File: src/rtl/mem_access_arbiter.sv
// -----------------------------------------------------------------------------
// mem_access_arbiter
//
// Shares one memory port (MAR/MBR with the MFA/MFC handshake) between the
// instruction-fetch requester (F) and the data load/store requester (D).
// A request is sampled only in IDLE. A tie goes to whichever requester did
// not win last time. The winner's address and controls are latched and
// presented for one SETUP cycle, then MFA is raised in WAIT until MFC returns
// or the timeout expires. DONE then pulses the winner's ack for one cycle.
//
// Ports
//   Clk, Reset        clock, synchronous active-high reset
//   f_req, f_addr     fetch request (always a word read)
//   f_ack             one-cycle fetch completion pulse
//   d_req, d_addr     data request and address
//   d_wdata           store data
//   d_rw, d_wb        1=read/0=write, 1=word/0=byte
//   d_ack             one-cycle data completion pulse
//   err               qualifies the ack: completion was a timeout
//   rdata             last read result, held until the next read completes
//   busy              high whenever the FSM is not in IDLE
//   MAR_OUT, MBR_OUT  memory address and write data
//   MFA               memory function active
//   READ_WRITE        1=read, 0=write
//   WORD_BYTE         1=word, 0=byte
//   MFC, MEM_DATA     memory function complete and read data
//
// Every output is decoded from registers only, so nothing combinational
// passes from an input straight through to an output.
// -----------------------------------------------------------------------------
module mem_access_arbiter #(
    parameter int ADDR_W  = 32,
    parameter int DATA_W  = 32,
    parameter int TIMEOUT = 15
) (
    input  logic              Clk,
    input  logic              Reset,
    input  logic              f_req,
    input  logic [ADDR_W-1:0] f_addr,
    output logic              f_ack,
    input  logic              d_req,
    input  logic [ADDR_W-1:0] d_addr,
    input  logic [DATA_W-1:0] d_wdata,
    input  logic              d_rw,
    input  logic              d_wb,
    output logic              d_ack,
    output logic              err,
    output logic [DATA_W-1:0] rdata,
    output logic              busy,
    output logic [ADDR_W-1:0] MAR_OUT,
    output logic [DATA_W-1:0] MBR_OUT,
    output logic              MFA,
    output logic              READ_WRITE,
    output logic              WORD_BYTE,
    input  logic              MFC,
    input  logic [DATA_W-1:0] MEM_DATA
);

    typedef enum logic [1:0] {
        ST_IDLE  = 2'b00,
        ST_SETUP = 2'b01,
        ST_WAIT  = 2'b10,
        ST_DONE  = 2'b11
    } state_t;

    typedef enum logic {
        GNT_F = 1'b0,
        GNT_D = 1'b1
    } grant_t;

    // Last WAIT count before the timeout fires; the counter is 8 bits wide
    // because TIMEOUT is limited to 255.
    localparam logic [7:0] LP_CNT_LAST = 8'(TIMEOUT - 1);

    state_t              r_state;
    grant_t              r_last_grant;   // also identifies the current winner
    logic [ADDR_W-1:0]   r_addr;
    logic [DATA_W-1:0]   r_wdata;
    logic                r_rw;
    logic                r_wb;
    logic [7:0]          r_wait_cnt;
    logic                r_err_flag;
    logic [DATA_W-1:0]   r_rdata;

    state_t              w_next_state;
    logic                w_any_req;
    grant_t              w_grant;
    logic                w_timeout_hit;
    logic [DATA_W-1:0]   w_read_value;

    // ---------------------------------------------------------------------
    // State register
    // ---------------------------------------------------------------------
    // NOTE: clocked state uses non-blocking assignments so every flop samples
    // the pre-edge values of its sources, independent of block ordering.
    always_ff @(posedge Clk) begin
        if (Reset) begin
            r_state <= ST_IDLE;
        end else begin
            r_state <= w_next_state;
        end
    end

    // ---------------------------------------------------------------------
    // Arbitration and next-state decode
    // ---------------------------------------------------------------------
    // NOTE: every signal written here is given a default first, so no path
    // through the block leaves a value unassigned and no latch is inferred.
    always_comb begin
        w_next_state  = r_state;
        w_any_req     = f_req | d_req;
        w_grant       = GNT_F;
        w_timeout_hit = (r_wait_cnt == LP_CNT_LAST);
        w_read_value  = MEM_DATA;

        // D wins when it is alone, or on a tie when F had the last grant.
        if (d_req && (!f_req || (r_last_grant == GNT_F))) begin
            w_grant = GNT_D;
        end

        if (!r_wb) begin
            w_read_value = {{(DATA_W-8){1'b0}}, MEM_DATA[7:0]};
        end

        case (r_state)
            ST_IDLE:  if (w_any_req) w_next_state = ST_SETUP;
            // Hold off MFA until the previous handshake's MFC has released.
            ST_SETUP: if (!MFC)      w_next_state = ST_WAIT;
            ST_WAIT:  if (MFC || w_timeout_hit) w_next_state = ST_DONE;
            ST_DONE:  w_next_state = ST_IDLE;
            default:  w_next_state = ST_IDLE;
        endcase
    end

    // ---------------------------------------------------------------------
    // Request latch, wait counter, completion status and read data
    // ---------------------------------------------------------------------
    always_ff @(posedge Clk) begin
        if (Reset) begin
            r_last_grant <= GNT_F;
            r_addr       <= '0;
            r_wdata      <= '0;
            r_rw         <= 1'b1;
            r_wb         <= 1'b1;
            r_wait_cnt   <= '0;
            r_err_flag   <= 1'b0;
            r_rdata      <= '0;
        end else begin
            case (r_state)
                ST_IDLE: begin
                    if (w_any_req) begin
                        r_last_grant <= w_grant;
                        if (w_grant == GNT_D) begin
                            r_addr  <= d_addr;
                            r_wdata <= d_wdata;
                            r_rw    <= d_rw;
                            r_wb    <= d_wb;
                        end else begin
                            // Fetch is always a word read; store data is left as is.
                            r_addr  <= f_addr;
                            r_rw    <= 1'b1;
                            r_wb    <= 1'b1;
                        end
                    end
                end
                ST_SETUP: begin
                    r_wait_cnt <= '0;
                end
                ST_WAIT: begin
                    if (MFC) begin
                        r_err_flag <= 1'b0;
                        if (r_rw) begin
                            r_rdata <= w_read_value;
                        end
                    end else if (w_timeout_hit) begin
                        r_err_flag <= 1'b1;
                    end else begin
                        r_wait_cnt <= r_wait_cnt + 8'd1;
                    end
                end
                default: begin
                end
            endcase
        end
    end

    // ---------------------------------------------------------------------
    // Moore outputs
    // ---------------------------------------------------------------------
    assign MFA        = (r_state == ST_WAIT);
    assign busy       = (r_state != ST_IDLE);
    assign f_ack      = (r_state == ST_DONE) && (r_last_grant == GNT_F);
    assign d_ack      = (r_state == ST_DONE) && (r_last_grant == GNT_D);
    assign err        = (r_state == ST_DONE) && r_err_flag;
    assign rdata      = r_rdata;
    assign MAR_OUT    = r_addr;
    assign MBR_OUT    = r_wdata;
    assign READ_WRITE = r_rw;
    assign WORD_BYTE  = r_wb;

endmodule

File: config.mk
export PLATFORM = sky130hd
export DESIGN_NAME = mem_access_arbiter
export DESIGN_NICKNAME = d
export VERILOG_FILES = /design/src/rtl/mem_access_arbiter.sv
export SDC_FILE = /design/constraint.sdc
export NUM_CORES = 1
export LEC_CHECK = 0
export BUFFER_PORTS_ARGS = -buffer_cell sky130_fd_sc_hd__buf_2
export CAP_MARGIN = 25
export CORE_MARGIN = 2
export CORE_UTILIZATION = 40
export CTS_BUF_LIST = sky130_fd_sc_hd__clkbuf_16
export DETAILED_ROUTE_END_ITERATION = 6
export PLACE_DENSITY = 0.73
export RECOVER_POWER = 50
export SLEW_MARGIN = 25
export SYNTH_ARGS = -nofsm -noshare
export SYNTH_HDL_FRONTEND = slang
export SYNTH_SLANG_ARGS = --single-unit
File: constraint.sdc
create_clock -name Clk -period 2.05 [get_ports Clk]
set_input_delay 0.41 -clock Clk [delete_from_list [all_inputs] [get_ports Clk]]
set_output_delay 0.41 -clock Clk [all_outputs]
set_load 0.01 [all_outputs]
-- Word level (Yosys, flattened, before mapping)
Cells that the tools add are included.
- word-level logic and storage cells: 52
- register bits: 110
- multiplexer cells: 14
- reductions and logical operators: 17
- eq/ne operators: 9
- bitwise logic cells: 2
- add/subtract/negate cells: 1
- operator list (operator ; count):
    $mux W32 ; 2
    $mux W8 ; 2
    $pmux W8 S2 ; 1
    $reduce_and A3 Y1 ; 4
    $add A8 B1 Y8 const B ; 1
    $eq A8 B4 Y1 const B ; 1
    $ne A2 B2 Y1 const B ; 4
    $pmux W2 S4 ; 1
    $mux W2 ; 3
    $reduce_bool A2 Y1 ; 3
    $mux W1 ; 5
    $eq A2 B2 Y1 const B ; 2
    $logic_and A1 B1 Y1 ; 4
    $reduce_and A2 Y1 ; 2
    $eq A2 B1 Y1 const B ; 1
    $logic_not A2 Y1 ; 1
    $logic_or A1 B1 Y1 ; 2
    $ne A2 B1 Y1 const B ; 1
    $logic_not A1 Y1 ; 1
    $not A1 Y1 ; 1
    $or A1 B1 Y1 ; 1

-- Longest topological paths before layout
Gate-level depths: netlist of run 1.
- word-level depth: 5
- depth in mapped cells: 8
- gate-level depth less buffers: 6

-- Least setup slack after synthesis of run 1
Ideal clock, no wire load.
- kind: register to register
- start point: reg r_state[0]
- end point: reg r_wait_cnt[5]
- arrival: 1.547 ns
- period minus slack after synthesis: 1.653 ns
- setup time: 0.106 ns
- slack: 0.397 ns
- cell stages (with the launch flop): 7
- buffers on the path: 0
- cells stage by stage: dfxtp_1 > inv_1 > ha_1 > and4bb_1 > a21bo_2 > or3_1 > o311ai_0
- cells in the longest elaborated chain, start to end: 3
- elaborated cells between the ends (all ways): 7
- those cells by class: eq/ne: 4; mux: 1; reduce/logical: 2
- ends and longest elaborated chain (item ; RTL line ; text):
    start: declaration ; 75 ; state_t r_state;
    start signal: assignment ; 100 ; r_state <= w_next_state;
    $eq A2 B2 Y1 or $eq A2 B1 Y1 (tied branches) ; 149 ; case (r_state)
    $ne A2 B2 Y1 (no source line) or $reduce_bool A2 Y1 (tied branches) ; -- ;
    $reduce_and A3 Y1 (no source line) ; -- ;
    end signal: assignment ; 178 ; r_wait_cnt <= r_wait_cnt + 8'd1;
    end: declaration ; 81 ; logic [7:0] r_wait_cnt;
Parallel ways exist; a longest one is shown, timed or not.
A chain may end at the register's enable or synchronous reset.

-- Final worst setup path of run 1
- start point: reg r_state[1]
- end point: reg r_wait_cnt[7]
Same word-level chain as after synthesis.

==> flow_metrics.py, run 1 <==
metrics = {
    "logic_synthesis": {
        "synth_fa_ha_area_share_pct": 1.679,
        "synthMuxAreaShare_pct": 7.613,
        "synth_fp_nets": 664,
        "ys_seq_elements": 110,
        "synth_compound_gate_area_share_pct": 16.43,
        "synthDistinctLibCells": 39,
        "seq_area_frac_synth_pct": 49.26,
        "ys_warn_count": 0,
        "synth-simple-area-share_pct": 20.07,
        "synth_top_family_by_area": "simple AND/OR/NAND/NOR gates",
        "synth_area_mm2": 0.004471,
        "syn_area_per_cell_um2": 8.548,
        "syn_inst": 523,
        "synthXorXnorAreaFrac_pct": 0,
    },
    "worst_setup_path": {
        "crit_arrival_ns": 2.06,
        "worstReg2RegEnd": "r_wait_cnt[7]",
        "worstSetupPathType": "register to register",
        "rr_worst_depth": 6,
        "r2r-start": "r_state[1]",
        "crit_path_max_incr_delay_ns": 0.39,
        "crit_path_cell_trace": "inv_1, ha_1, and4bb_1, a21bo_2, or3_1, o311ai_0",
        "start_kind": "register",
        "slowest_stage": "dfxtp_1",
        "r2r_slack_ns": 0.21,
        "critPathTopFamily": "simple AND/OR/NAND/NOR gates",
        "cp-end-kind": "register",
        "crit_fanout": 5,
        "crit_required_ns": 2.27,
        "path_buf_inv": 1,
    },
    "clock_tree": {
        "cts_setup_buffers": 0,
        "clk_pin_slew_ns": 0.07,
        "cts_sinks": 110,
        "clockBufferDepth": 2,
        "cts_tree": "done",
        "cts-hold-fix-buffers": 0,
        "htree_levels": 3,
        "cts_resized": 1,
        "clkLatencyLatePin_ns": 0.34,
        "cts_buffers": 9,
        "cts.root.buffer_cell": "clkbuf_16",
    },
    "floorplanning": {
        "core_region_area_mm2": 0.01089,
        "num_io_pins": 238,
        "die-area_mm2": 0.01204,
        "fp.dieW_um": 109.7,
        "initial_utilization_pct": 41.06,
        "die_h_um": 109.7,
        "rows": 38,
    },
    "timing": {
        "finalCritPeriodShare_pct": 89.80,
        "rsz0062_at_grt": "no",
        "setup_viol": 0,
        "relSlewSlack_pct": 47.09,
        "fmax_ghz": 0.5432,
        "post-route-min-period_ns": 1.841,
        "hold_slack_ns": 0.2929,
        "finalSetupTns_ns": 0,
        "fin_skew_ns": 0.008476,
        "drv_slew": 0,
        "worst_pin_slew_ns": 0.7937,
        "hold_viol": 0,
    },
    "power": {
        "intPower_mw": 4.448,
        "switching_power_mw": 2.391,
        "swShare_pct": 34.96,
        "sequentialPowerShare_pct": 40.6,
        "clkPwrFrac_pct": 26.6,
        "leakagePower_nw": 2.452,
        "p_per_area_mw_per_mm2": 1148,
        "total_power_mw": 6.839,
        "power_frac_comb_pct": 32.8,
        "vdd_drop_max_v": 0.0006045,
    },
    "placement": {
        "routabilityCongestion": 0.7471,
        "io_buffers": 237,
        "hpwl_mm": 9.148,
    },
    "global_route": {
        "grt_usage_pct": 19.44,
        "grt_overflow_total": 0,
        "grt_max_degree": 78,
        "first_global_vias": 4207,
        "grt_pass1_wl_mm": 18.80,
        "antenna_found_initial": 0,
    },
    "drt": {
        "vias": 4449,
        "routedWlPerCell_um": 14.00,
        "postRouteAntennaNets": 0,
        "first_pass_iters": 5,
        "drc": 0,
        "wirelength_mm": 12.35,
        "viasPerCell": 5.044,
        "drt_iter0_drc": 247,
    },
    "worst_hold_path": {
        "hp-start": "d_rw",
        "min_to": "READ_WRITE",
        "whs_path_depth": 3,
        "hold_path.class": "input pin to register",
    },
    "cells_and_area": {
        "area_growth_pct": 33.28,
        "nNetsFinal": 878,
        "layout-drive-gt1-share_pct": 22.78,
        "n_antenna_cell": 0,
    },
    "run": {
        "drv_cap": 0,
    },
    "outcome": {
        "status": "complete, no violations",
    },
}
[worst reg2reg max path, cell delays in order, from the launching register on]
cell	delay, ns
dfxtp_1	0.39
inv_1	0.09
ha_1	0.34
and4bb_1	0.22
a21bo_2	0.25
or3_1	0.34
o311ai_0	0.10
[power groups by stage]
stage,Clock [mW],Sequential (mW),Combinational [mW]
final,1.82,2.78,2.24
after detailed placement,0,2.81,2.37
after global placement,0,2.79,2.29
after floorplan,0,2.97,1.30
after CTS,1.87,2.77,2.38
after global routing,1.96,2.83,2.51
[layout by cell type, fill, tap and decap left out, drive strengths merged, types with 7 or more instances in the layout]
| cell | n |
|---|---|
| buf | 147 |
| dfxtp | 110 |
| clkbuf | 108 |
| nand2 | 107 |
| a21oi | 67 |
| nor2 | 36 |
| a211oi | 34 |
| mux2i | 34 |
| nand3 | 30 |
| inv | 11 |
| nand2b | 7 |
[synthesized netlist by cell type, drive strengths merged]
cell    number  area share (%)
and3         2            0.28
a211oi      34             5.7
inv          8            0.67
buf         18             2.2
and4bb       1            0.28
dfxtp      110              49
a21o         1            0.17
a21boi       2            0.42
o311ai       3            0.59
or3          4            0.56
a21bo        1            0.22
a21oi       67             7.5
nand2b       7            0.98
o21a         1            0.17
o21ai        2            0.22
ha           6             1.7
mux2i       34             7.6
nand4b       2            0.39
nor3b        1            0.17
nor2b        2            0.28
o22ai        2            0.28
nand3       30             3.4
and4b        1            0.31
nor3         1            0.22
nor2        36             3.0
nand2      107             9.0
a222oi       1            0.22
o211ai       1            0.17
or4          2            0.34
a31oi        3            0.42
and2         4            0.56
o31ai        2            0.34
clkbuf      25             2.1
nand4        1            0.14
and4         1            0.20
[layout make-up]
class	count	area [um^2]
Multi-Input combinational cell	362	2067
Tap cell	140	175.2
Inverter	8	30.03
Timing Repair Buffer	246	1169
Sequential cell	110	2202
Fill cell	1083	4930
Clock buffer	9	225.2
Clock inverter	7	90.09
[logic make-up after synthesis]
family	count (synthesis)
adders and majority gates	6
AOI/OAI and AO/OA	120
buffers and inverters	51
DFF	110
muxes	34
and+or+nand+nor	202
[flip-flops by register name, indices dropped and copies added, names as in the netlist]
signal / count
r_wait_cnt: 8
READ_WRITE: 1
r_last_grant: 1
r_state: 2
rdata: 32
r_err_flag: 1
MAR_OUT: 32
MBR_OUT: 32
WORD_BYTE: 1
[through the flow]
step | std cells | cell area, um^2 | setup WS, ns | util (%)
2_1_floorplan | 523 | 4471 | 0.3966 | -
3_3_place_gp | 866 | 5767 | 0.09048 | 52.96
3_5_place_dp | 866 | 5767 | -0.008237 | 52.96
4_1_cts | 882 | 6083 | 0.2107 | 55.87
5_1_grt | 882 | 5958 | 0.1098 | 54.72
6_report | 882 | 5958 | 0.2091 | 54.72
[worst max-delay path by stage]
stage / start / endpoint / slack (ns) / cells past startpoint
6_report: r_state[1] / r_wait_cnt[7] / 0.21 / 6
3_5_place_dp: r_state[0] / rdata[16] / -0.008 / 5
2_1_floorplan: r_state[0] / r_wait_cnt[5] / 0.40 / 6
4_1_cts: r_state[1] / r_wait_cnt[7] / 0.21 / 6
3_3_place_gp: r_state[0] / rdata[22] / 0.09 / 5
5_1_grt: r_state[0] / r_wait_cnt[7] / 0.11 / 6
[metal layers]
metal	up-vias	GRT usage [%]	part of all wire, %
li1	2232	-	-
met1	2027	22.08	41
met2	182	34.48	49
met3	8	6.758	9.6
met4	0	5.335	0.77
met5	-	0	0
(Power assumes the default switching activity.)
==> run 2, diff against run 1 <==
Settings changed: ABC_AREA set to 1, PLACE_DENSITY 0.73 to 0.72.
==> flow_metrics.py, run 2 <==
metrics = {
    "logic_synthesis": {
        "yosysMostFrequentCell": "nand2_1",
        "synth_fa_ha_area_share_pct": 1.608,
        "syn_area_per_cell_um2": 7.603,
        "synth_compound_gate_area_share_pct": 16.70,
        "synth-simple-area-share_pct": 26.13,
        "ys_warn_count": 0,
        "seq_area_frac_synth_pct": 47.17,
        "syn_inst": 614,
        "synth_top_area_cell": "dfxtp_1",
        "synthMuxAreaShare_pct": 0,
        "yosys-top-cells-area": "dfxtp_1 (47%), nand2_1 (13%), a21oi_1 (7.8%)",
        "yosysTopAreaCellShare_pct": 47.17,
        "synthXorXnorAreaFrac_pct": 0,
        "synth_fp_nets": 755,
        "synthArstFlopShare_pct": 0,
        "synth_top_family_by_area": "simple AND/OR/NAND/NOR gates",
        "synth_ff_type": "dfxtp_1",
        "synth.top_cells.by_count": "nand2_1 (164), dfxtp_1 (110), a21oi_1 (73)",
        "ys_seq_elements": 110,
        "synthDistinctLibCells": 26,
        "synth_edf_count": 0,
        "synth_area_mm2": 0.004668,
    },
    "cells_and_area": {
        "n_antenna_cell": 0,
        "regArea_mm2": 0.002202,
        "nNetsFinal": 962,
        "final_core_util_pct": 52.77,
        "area_growth_pct": 29.08,
        "multi_input_area_mm2": 0.002057,
        "layout-drive-gt1-share_pct": 21.43,
        "layout_commonest_cell": "nand2_1",
        "layout_common_cells": "nand2_1 (164), buf_2 (141), dfxtp_1 (110)",
        "fillers": 1179,
        "final_area_mm2": 0.006026,
    },
    "floorplanning": {
        "core_region_area_mm2": 0.01142,
        "die_h_um": 112.0,
        "num_io_pins": 238,
        "initial_utilization_pct": 40.88,
        "die-area_mm2": 0.01255,
        "fp.dieW_um": 112.0,
        "rows": 39,
    },
    "worst_setup_path": {
        "cp-end-kind": "primary output",
        "r2r_slack_ns": 0.33,
        "crit_arrival_ns": 1.40,
        "worstSetupPathType": "register to primary output",
        "start_kind": "register",
        "crit_required_ns": 1.64,
        "crit_fanout": 4,
    },
    "global_route": {
        "grt_max_degree": 68,
        "antenna_found_initial": 0,
        "first_global_vias": 4590,
        "grt_usage_pct": 21.32,
        "grt_pass1_wl_mm": 21.71,
        "grt_overflow_total": 0,
    },
    "drt": {
        "vias": 4912,
        "wirelength_mm": 13.77,
        "drc": 0,
        "postRouteAntennaNets": 0,
        "first_pass_iters": 4,
        "drt_iter0_drc": 352,
        "routedWlPerCell_um": 14.21,
        "viasPerCell": 5.069,
    },
    "placement": {
        "io_buffers": 237,
        "place_area_mm2": 0.005858,
        "routabilityCongestion": 0.8957,
        "hpwl_mm": 9.596,
    },
    "timing": {
        "worst_pin_slew_ns": 0.7046,
        "finalSetupTns_ns": 0,
        "hold_viol": 0,
        "drv_slew": 0,
        "fin_skew_ns": 0.005890,
        "relSlewSlack_pct": 53.03,
        "rsz0062_at_grt": "no",
        "setup_viol": 0,
        "fmax_ghz": 0.5515,
        "post-route-min-period_ns": 1.813,
        "finalCritPeriodShare_pct": 88.44,
    },
    "clock_tree": {
        "cts-hold-fix-buffers": 0,
        "clk_pin_slew_ns": 0.07,
        "htree_levels": 3,
        "cts_tree": "done",
        "cts.root.buffer_cell": "clkbuf_16",
        "cts_resized": 0,
        "clkLatencyLatePin_ns": 0.35,
        "clockBufferDepth": 2,
        "cts_sinks": 110,
        "cts_buffers": 9,
        "cts_setup_buffers": 0,
    },
    "power": {
        "vdd_drop_max_v": 0.0005593,
        "swShare_pct": 38.78,
        "switching_power_mw": 2.929,
        "clkPwrFrac_pct": 24.6,
        "intPower_mw": 4.623,
        "power_frac_comb_pct": 36.5,
        "p_per_area_mw_per_mm2": 1253,
        "sequentialPowerShare_pct": 38.9,
        "total_power_mw": 7.552,
        "leakagePower_nw": 2.541,
    },
    "outcome": {
        "status": "complete, no violations",
    },
    "run": {
        "drv_cap": 0,
    },
    "worst_hold_path": {
        "hold_path.class": "input pin to register",
    },
}
==> run 2: changes by cell type after synthesis, sizes merged, moves of 20 or more <==
| cell | before | now |
|---|---|---|
| nand2 | 107 | 169 |
| a31oi | 3 | 32 |
| inv | 8 | 29 |
| nand3 | 30 | 54 |
| mux2i | 34 | 0 |
| nand4 | 1 | 29 |
| o21ai | 2 | 38 |
| a211oi | 34 | 0 |
| buf | 18 | 38 |
==> run 2: cells by family after synthesis <==
logic type	Yosys count
adders and majority gates	6
and+or+nand+nor	272
DFF	110
buffers and inverters	80
AOI/OAI and AO/OA	146
==> run 2: stage by stage <==
step / worst slack, ns / instances / hold slack (ns)
final: 0.2369 / 969 / 0.3190
after detailed placement: 0.2948 / 953 / 0.4497
after floorplan: 0.6101 / 614 / 0.4624
after CTS: 0.2505 / 969 / 0.3037
after global placement: 0.3411 / 953 / 0.4450
after global routing: 0.1621 / 969 / 0.3163
==> run 2: final timing paths <==
check / start / end / cells after the start
worst max-delay path: r_state[0] / busy / 4
worst min-delay path: d_addr[4] / MAR_OUT[4] / 3
worst min register to register: MBR_OUT[27] / MBR_OUT[27] / 2
worst max register to register: r_state[0] / r_wait_cnt[7] / 7
==> run 2: area by class of cell <==
type | instances | area share, %
Clock buffer | 9 | 3.738
Clock inverter | 7 | 1.453
Inverter | 29 | 1.806
Multi-Input combinational cell | 424 | 34.14
Sequential cell | 110 | 36.54
Tap cell | 143 | 2.969
Timing Repair Buffer | 247 | 19.35
==> run 2: power groups by stage <==
stage	logic, mW	clock network [mW]	registers [mW]
after global placement	2.90	0	2.97
after global routing	3.09	1.99	3.00
after detailed placement	2.92	0	2.96
after CTS	2.92	1.91	2.93
final	2.75	1.86	2.94
after floorplan	1.82	0	3.11
==> run 2: metal layers <==
layer	part of all wire [%]	vias to the layer above	track usage (%)
met4	2.1	0	8.618
met1	42	2206	25.51
met2	48	196	36.61
li1	-	2490	-
met5	0	-	0
met3	7.9	20	5.616
==> run 2: critical path: stages (launching register included) <==
cell and delay [ns]:
dfxtp_1 0.37, inv_1 0.09, ha_1 0.25, inv_1 0.18
buf_2 0.17
==> run 3, diff against run 2 <==
Settings changed: CORE_ASPECT_RATIO set to 1.5.
==> flow_metrics.py, run 3 (same netlist as run 2, synthesis figures left out) <==
metrics = {
    "cells_and_area": {
        "area_growth_pct": 28.89,
        "regArea_mm2": 0.002202,
        "nNetsFinal": 964,
        "layout_common_cells": "nand2_1 (165), buf_2 (139), dfxtp_1 (110)",
        "fillers": 1202,
        "n_antenna_cell": 0,
        "final_area_mm2": 0.006017,
        "multi_input_area_mm2": 0.002054,
        "layout_commonest_cell": "nand2_1",
        "layout-drive-gt1-share_pct": 21.14,
    },
    "worst_hold_path": {
        "min_to": "MAR_OUT[17]",
        "hp-start": "d_addr[17]",
        "hold_path.class": "input pin to register",
        "whs_path_depth": 3,
    },
    "placement": {
        "routabilityCongestion": 0.9162,
        "io_buffers": 237,
        "place_area_mm2": 0.005894,
        "hpwl_mm": 9.585,
    },
    "clock_tree": {
        "cts_tree": "done",
        "cts_resized": 0,
        "clockBufferDepth": 2,
        "htree_levels": 3,
        "cts-hold-fix-buffers": 0,
        "cts.root.buffer_cell": "clkbuf_16",
        "cts_sinks": 110,
        "cts_setup_buffers": 0,
        "clkLatencyLatePin_ns": 0.34,
        "cts_buffers": 9,
        "clk_pin_slew_ns": 0.08,
    },
    "worst_setup_path": {
        "cp-end-kind": "primary output",
        "worstSetupPathType": "register to primary output",
        "r2r_slack_ns": 0.28,
        "crit_arrival_ns": 1.39,
        "crit_required_ns": 1.64,
        "r2r-start": "r_state[0]",
        "start_kind": "register",
        "worstReg2RegEnd": "rdata[24]",
        "crit_fanout": 4,
        "rr_worst_depth": 7,
    },
    "timing": {
        "relSlewSlack_pct": 53.52,
        "hold_viol": 0,
        "rsz0062_at_grt": "no",
        "finalSetupTns_ns": 0,
        "setup_viol": 0,
        "drv_slew": 0,
        "fmax_ghz": 0.5546,
        "post-route-min-period_ns": 1.803,
        "finalCritPeriodShare_pct": 87.95,
        "fin_skew_ns": 0.008624,
        "worst_pin_slew_ns": 0.6972,
    },
    "power": {
        "sequentialPowerShare_pct": 39.8,
        "total_power_mw": 7.339,
        "p_per_area_mw_per_mm2": 1220,
        "clkPwrFrac_pct": 22.4,
        "swShare_pct": 40.18,
        "switching_power_mw": 2.949,
        "intPower_mw": 4.391,
        "vdd_drop_max_v": 0.0005475,
        "leakagePower_nw": 2.534,
        "power_frac_comb_pct": 37.8,
    },
    "outcome": {
        "status": "complete, no violations",
    },
    "drt": {
        "drc": 0,
        "routedWlPerCell_um": 13.98,
        "vias": 4890,
        "viasPerCell": 5.000,
        "wirelength_mm": 13.67,
        "drt_iter0_drc": 249,
        "first_pass_iters": 4,
        "postRouteAntennaNets": 0,
    },
    "global_route": {
        "first_global_vias": 4519,
        "grt_usage_pct": 20.87,
        "grt_pass1_wl_mm": 21.30,
        "grt_overflow_total": 0,
        "antenna_found_initial": 0,
        "grt_max_degree": 68,
    },
    "floorplanning": {
        "rows": 48,
        "die-area_mm2": 0.01257,
        "fp.dieW_um": 92.21,
        "initial_utilization_pct": 40.70,
        "core_region_area_mm2": 0.01147,
        "num_io_pins": 238,
        "die_h_um": 136.3,
    },
    "run": {
        "drv_cap": 0,
    },
}
run 3: worst max-delay path by stage:
| stage | cells after the start | slack [ns] | from | end |
|---|---|---|---|---|
| after floorplan | 9 | 0.61 | r_state[0] | rdata[10] |
| after global placement | 7 | 0.29 | r_state[0] | rdata[22] |
| after detailed placement | 7 | 0.24 | r_state[0] | rdata[24] |
| after CTS | 7 | 0.23 | r_state[0] | rdata[13] |
| after global routing | 7 | 0.09 | r_state[0] | rdata[0] |
| final | 4 | 0.25 | r_state[0] | busy |
run 3: layout make-up:
cell class | count | area share (%)
Tap cell | 150 | 3.119
Multi-Input combinational cell | 424 | 34.14
Sequential cell | 110 | 36.60
Clock buffer | 9 | 3.743
Clock inverter | 7 | 0.8318
Timing Repair Buffer | 249 | 19.75
Inverter | 29 | 1.809
run 3: power by group through the flow:
stage          sequential [mW]  combinational, mW  clock [mW]
2_1_floorplan             3.11               1.82           0
3_3_place_gp              2.95               2.93           0
3_5_place_dp              2.95               2.96           0
4_1_cts                   2.91               2.97        1.69
5_1_grt                   2.98               3.12        1.75
6_report                  2.92               2.77        1.64
run 3: metrics by stage:
step | setup slack, ns | instances | hold slack, ns | util (%)
after CTS | 0.2276 | 978 | 0.3134 | 53.78
after detailed placement | 0.2425 | 962 | 0.4498 | 51.39
final | 0.2470 | 978 | 0.3258 | 52.45
after global placement | 0.2891 | 962 | 0.4458 | 51.39
after global routing | 0.09398 | 978 | 0.3284 | 52.45
after floorplan | 0.6101 | 614 | 0.4624 | -
run 3: metal layers:
metal	vias up	share of wire, %	global-route usage [%]	wire length (um)
met5	-	0	0	0
met4	0	0.59	4.561	80
met3	4	7.8	6.486	1068
met2	198	49	36.85	6764
met1	2195	42	24.88	5757
li1	2493	-	-	-
run 3: worst max-delay path, cell delays in order, from the launching register on:
cell     delay (ns)
dfxtp_1        0.37
inv_1          0.09
ha_1           0.26
inv_1          0.17
buf_2          0.17
